--- config.mk ---
export PLATFORM = sky130hd
export DESIGN_NAME = flp_adder_tree_ctrl
export DESIGN_NICKNAME = d
export VERILOG_FILES = /design/src/rtl/flp_adder_tree_ctrl.sv
export SDC_FILE = /design/constraint.sdc
export NUM_CORES = 1
export LEC_CHECK = 0
export ABC_AREA = 1
export BUFFER_PORTS_ARGS = -buffer_cell sky130_fd_sc_hd__buf_2
export CORE_MARGIN = 3
export CORE_UTILIZATION = 52
export CTS_BUF_LIST = sky130_fd_sc_hd__clkbuf_4 sky130_fd_sc_hd__clkbuf_8
export DETAILED_ROUTE_END_ITERATION = 8
export PLACE_DENSITY = 0.78
export SETUP_SLACK_MARGIN = 0.5
export SLEW_MARGIN = 25
export SYNTH_ARGS = -nofsm -noshare
export SYNTH_HDL_FRONTEND = slang
export SYNTH_SLANG_ARGS = --single-unit
--- constraint.sdc ---
create_clock -name clk -period 3.35 [get_ports clk]
set_input_delay 0.1675 -clock clk [delete_from_list [all_inputs] [get_ports clk]]
set_output_delay 0.1675 -clock clk [all_outputs]
set_load 0.005 [all_outputs]
--- src/rtl/flp_adder_tree_ctrl.sv ---
// Sequencer for the 10-input floating-point adder tree: banks a stream of elements,
// waits out the tree latency, then holds the captured exp/mant on a valid/ready port.
module flp_adder_tree_ctrl #(
  parameter int N_IN     = 10,
  parameter int DW       = 8,
  parameter int TREE_LAT = 2,
  parameter int EXP_W    = 9,
  parameter int MANT_W   = 8
) (
  input  logic                 clk,
  input  logic                 rst_n,
  input  logic [DW-1:0]        i_in_data,
  input  logic                 i_in_valid,
  input  logic                 i_in_last,
  output logic                 o_in_ready,
  output logic [N_IN*DW-1:0]   o_x_flat,
  input  logic [EXP_W-1:0]     i_tree_exp,
  input  logic [MANT_W-1:0]    i_tree_mant,
  output logic [EXP_W-1:0]     o_sum_exp,
  output logic [MANT_W-1:0]    o_sum_mant,
  output logic [3:0]           o_sum_count,
  output logic                 o_sum_valid,
  input  logic                 i_sum_ready,
  output logic                 o_busy
);

  localparam int IW = (N_IN > 1) ? $clog2(N_IN) : 1;
  localparam int CW = (TREE_LAT > 0) ? $clog2(TREE_LAT + 1) : 1;

  typedef enum logic [1:0] {S_IDLE, S_LOAD, S_WAIT, S_DONE} state_t;

  state_t              r_state;
  state_t              w_state_next;
  logic [DW-1:0]       r_bank [N_IN];
  logic [IW-1:0]       r_idx;
  logic [CW-1:0]       r_cnt;
  logic [EXP_W-1:0]    r_sum_exp;
  logic [MANT_W-1:0]   r_sum_mant;
  logic [3:0]          r_sum_count;
  logic                w_accept;
  logic                w_last;
  logic                w_handshake;
  logic                w_cnt_zero;

  assign w_accept    = o_in_ready & i_in_valid;
  assign w_last      = i_in_last | (r_idx == IW'(N_IN - 1));
  assign w_handshake = o_sum_valid & i_sum_ready;
  assign w_cnt_zero  = (r_cnt == '0);

  always_ff @(posedge clk or negedge rst_n) begin
    if (!rst_n) r_state <= S_IDLE;
    else        r_state <= w_state_next;
  end

  always_comb begin
    w_state_next = r_state;
    case (r_state)
      S_IDLE: w_state_next = S_LOAD;
      S_LOAD: if (w_accept && w_last) w_state_next = S_WAIT;
      S_WAIT: if (w_cnt_zero) w_state_next = S_DONE;
      S_DONE: if (w_handshake) w_state_next = S_LOAD;
      default: w_state_next = S_IDLE;
    endcase
  end

  // Outputs decode the state register directly, so they are glitch-free and
  // all read 0 while reset is held.
  always_comb begin
    o_in_ready  = (r_state == S_LOAD);
    o_sum_valid = (r_state == S_DONE);
    o_busy      = (r_state == S_WAIT) || (r_state == S_DONE);
  end

  always_ff @(posedge clk or negedge rst_n) begin
    if (!rst_n) begin
      for (int i = 0; i < N_IN; i++) r_bank[i] <= '0;
      r_idx       <= '0;
      r_cnt       <= '0;
      r_sum_exp   <= '0;
      r_sum_mant  <= '0;
      r_sum_count <= '0;
    end else begin
      case (r_state)
        S_LOAD: begin
          if (w_accept) begin
            r_bank[r_idx] <= i_in_data;
            if (w_last) begin
              // idx parks at 0 so it never walks past the last slot
              r_idx       <= '0;
              r_cnt       <= CW'(TREE_LAT);
              r_sum_count <= 4'(r_idx) + 4'd1;
            end else begin
              r_idx <= r_idx + 1'b1;
            end
          end
        end
        S_WAIT: begin
          if (w_cnt_zero) begin
            r_sum_exp  <= i_tree_exp;
            r_sum_mant <= i_tree_mant;
          end else begin
            r_cnt <= r_cnt - 1'b1;
          end
        end
        S_DONE: begin
          if (w_handshake) begin
            for (int i = 0; i < N_IN; i++) r_bank[i] <= '0;
            r_idx <= '0;
          end
        end
        default: ;
      endcase
    end
  end

  generate
    for (genvar gi = 0; gi < N_IN; gi++) begin : g_slot
      assign o_x_flat[gi*DW +: DW] = r_bank[gi];
    end
  endgenerate

  assign o_sum_exp   = r_sum_exp;
  assign o_sum_mant  = r_sum_mant;
  assign o_sum_count = r_sum_count;

endmodule

==> results.json <==
{
  "outcome": "complete, no violations",
  "firstDrtPassIters": 4,
  "cp_max_fo": 13,
  "cts_sinks": 109,
  "fin_util": 0.668,
  "p_leak_nw": 3.42,
  "min_period_ps": 2050,
  "ys_seq_area_frac": 0.576,
  "swShare": 0.390,
  "port_buffers": 133,
  "h-tree-depth": 3,
  "worst_pin_slew_ps": 730,
  "layout.nets": 687,
  "setup_slack_ps": 1300,
  "die_x_um": 101,
  "num_io_pins": 134,
  "ir_worst_vdd_uv": 404,
  "synth_area_mm2": 0.00473,
  "worstSetupStartpoint": "r_state[0]$_DFFE_PN0P_",
  "globalplace.congestion": 0.877,
  "critPathMostFrequentCell": "nand2_1",
  "numCtsBuffers": 9,
  "synth.net_count": 530,
  "cp.arrival_ps": 2290,
  "dieArea_mm2": 0.0103,
  "netlist_instances": 492,
  "r2r_slack_ps": 1300,
  "clock_path_buffers": 2,
  "dp_hpwl_um": 8080,
  "grt_max_degree": 59,
  "cts_resized": 0,
  "drv_cap": 0,
  "required_ps": 3590,
  "slew_violations": 0,
  "synth_top_area_cell": "dfrtp_1",
  "clkSlewWorstSetupHoldPaths_ps": 110,
  "rows": 34,
  "synthToLayoutAreaGrowth_pct": 23.7,
  "path_cells": "ha_1 > buf_4 > inv_2 > or2_1 > nand2_1 > inv_2 > o21ai_2 > nand2_1 > nand2_1",
  "antenna_left": 0,
  "vias": 3757,
  "drc": 0,
  "critPathKind": "flip-flop to flip-flop",
  "clk_latency_ps": 370,
  "crit_path_start_kind": "flip-flop",
  "grt-ovfl-total": 0,
  "reg2reg_depth": 9,
  "cpLargestDelayFamily": "buffers and inverters",
  "p_sw_mw": 1.70,
  "ys_ff_latch": 109,
  "core_area_mm2": 0.00876,
  "vias_per_cell": 4.93,
  "path_depth": 9,
  "synth_top_area_frac": 0.576,
  "grt_pass1_wl_um": 18700,
  "crit_path_end_kind": "flip-flop",
  "ys_warn_count": 0,
  "grt_antenna_before_repair": 0,
  "timing.setup.tns_ps": 0,
  "worstHoldPathType": "input port to flip-flop",
  "worstReg2RegEnd": "o_x_flat[46]$_DFFE_PN0P_",
  "power.internal_mw": 2.65,
  "powerDensity_mw_per_mm2": 742,
  "pwr-share-clk": 0.171,
  "routed_wirelength_um": 11500,
  "fp.dieH_um": 101,
  "reg2reg_from": "r_state[0]$_DFFE_PN0P_",
  "grtUsageTotal": 0.234,
  "drt-wirelength-per-cell_um": 15.1,
  "cts_root_buffer": "clkbuf_8",
  "drtIter0Drc": 137,
  "synthDistinctLibCells": 23,
  "max_stage_delay_ps": 420,
  "critical_path_buf_inv_count": 3,
  "min_period_over_period": 0.612,
  "setup_violations": 0,
  "finClkSkew_ps": 17.1,
  "power.total_mw": 4.35,
  "max_slew_margin": 0.512,
  "final_layout_size_suffix_gt1_frac": 0.376,
  "cp-endpoint": "o_x_flat[46]$_DFFE_PN0P_",
  "fmax_ghz": 0.488,
  "syn_area_per_cell_um2": 9.62,
  "fillers": 739,
  "num_antenna_cells": 0,
  "synth_area_leaders": "dfrtp_1 58%, nand2_1 17%, nand2_2 7.5%",
  "grt_pass1_vias": 3776,
  "seq_power_share": 0.446,
  "grt_setup_unrepaired": "no",
  "p_comb_frac": 0.383,
  "place_ws_ps": 1340,
  "hold_viol": 0,
  "cts_tree": "built",
  "critPathSlowestCell": "dfrtp_1",
  "start_util": 0.540
}
flip-flops by register name, indices dropped and copies added (netlist names):
signal,flops
r_idx,4
r_state,2
o_sum_count,4
r_cnt,2
o_sum_exp,9
o_x_flat,80
o_sum_mant,8
power by group through the flow:
stage	clock, mW	sequential, mW	combinational, mW
floorplan	0	1.97	0.990
finish	0.744	1.94	1.66
global placement	0	1.94	1.62
global route	0.809	1.98	1.88
detailed placement	0	1.96	1.68
CTS	0.761	1.93	1.69
final cells by class:
class	instances	area, um2	share of cell area
clock buffers	10	138	0.0235
clock inverters	6	45.0	0.00769
flip-flops and latches	109	2730	0.466
well taps	108	135	0.0231
inverters	35	131	0.0224
multi-input cells	344	1850	0.315
repair buffers	150	831	0.142
per-layer routing:
metal	up-vias	share of wire	GRT usage
met5	-	0	0
met3	19	0.065	0.0386
li1	1830	-	-
met4	0	0.017	0.0849
met1	1795	0.40	0.302
met2	113	0.52	0.398
cell families (layout without fill, tap and decap cells):
| group | after synthesis | count (layout) | synth area share |
|---|---|---|---|
| AO/OA/AOI/OAI | 20 | 20 | 0.0405 |
| XOR/XNOR | 2 | 2 | 0.00370 |
| adder cells (fa/ha/maj) | 8 | 8 | 0.0212 |
| buffers and inverters | 39 | 201 | 0.0333 |
| flip-flops | 109 | 109 | 0.576 |
| multiplexers | 17 | 17 | 0.0405 |
| AND/OR/NAND/NOR | 297 | 297 | 0.285 |
repair_timing:
action                                  CTS  global route
buffers inserted                          0             0
hold endpoints to repair                 65             4
endpoints found under the setup margin    0             0
hold buffers                             10             4
cells in the final DEF, fill, tap and decap left out, drive strengths merged:
master       synthesis  layout
clkinv               0       2
nor2                13      13
nand3               11      11
nand2              270     270
clkinvlp             0       2
o22ai                1       1
dlygate4sd3          0      14
buf                  4     136
mux2                17      17
inv                 35      37
ha                   8       8
clkbuf               0      10
or2                  2       2
nand4                1       1
dfrtp              109     109
a21oi                1       1
o21ai               18      18
xor2                 2       2
per-stage QoR:
stage / hold slack [ps] / area [um2] / instances
2_1_floorplan: -128 / 4730 / 492
6_report: 8.29 / 5850 / 762
4_1_cts: 0.698 / 5810 / 758
3_3_place_gp: 250 / 5530 / 732
5_1_grt: 14.0 / 5850 / 762
3_5_place_dp: 264 / 5530 / 732
cells in the mapped netlist:
| cell type | number |
|---|---|
| buf_6 | 1 |
| nand2_2 | 57 |
| nor2_1 | 5 |
| o21ai_2 | 3 |
| buf_2 | 3 |
| o22ai_1 | 1 |
| xor2_1 | 2 |
| ha_1 | 8 |
| nand2_4 | 1 |
| mux2_1 | 17 |
| inv_1 | 18 |
| nand4_1 | 1 |
| or2_2 | 1 |
| inv_2 | 17 |
| or2_1 | 1 |
| a21oi_1 | 1 |
| o21ai_1 | 6 |
| nand2_1 | 212 |
| o21ai_0 | 2 |
| nand3_1 | 11 |
| nor2_4 | 8 |
| o21ai_4 | 7 |
| dfrtp_1 | 109 |
how the worst min path moves through the flow:
| stage | depth (start not counted) | to | start | slack (ps) |
|---|---|---|---|---|
| 2_1_floorplan | 0 | o_sum_count[0]$_DFFE_PN0P_ | rst_n | -130 |
| 3_3_place_gp | 1 | o_x_flat[64]$_DFFE_PN0P_ | rst_n | 250 |
| 3_5_place_dp | 1 | o_x_flat[71]$_DFFE_PN0P_ | rst_n | 260 |
| 4_1_cts | 2 | o_sum_mant[4]$_DFFE_PN0P_ | i_tree_mant[4] | 0.7 |
| 5_1_grt | 2 | o_sum_exp[6]$_DFFE_PN0P_ | i_tree_exp[6] | 10 |
| 6_report | 2 | o_sum_exp[6]$_DFFE_PN0P_ | i_tree_exp[6] | 8 |
(Power assumes the default switching activity.)
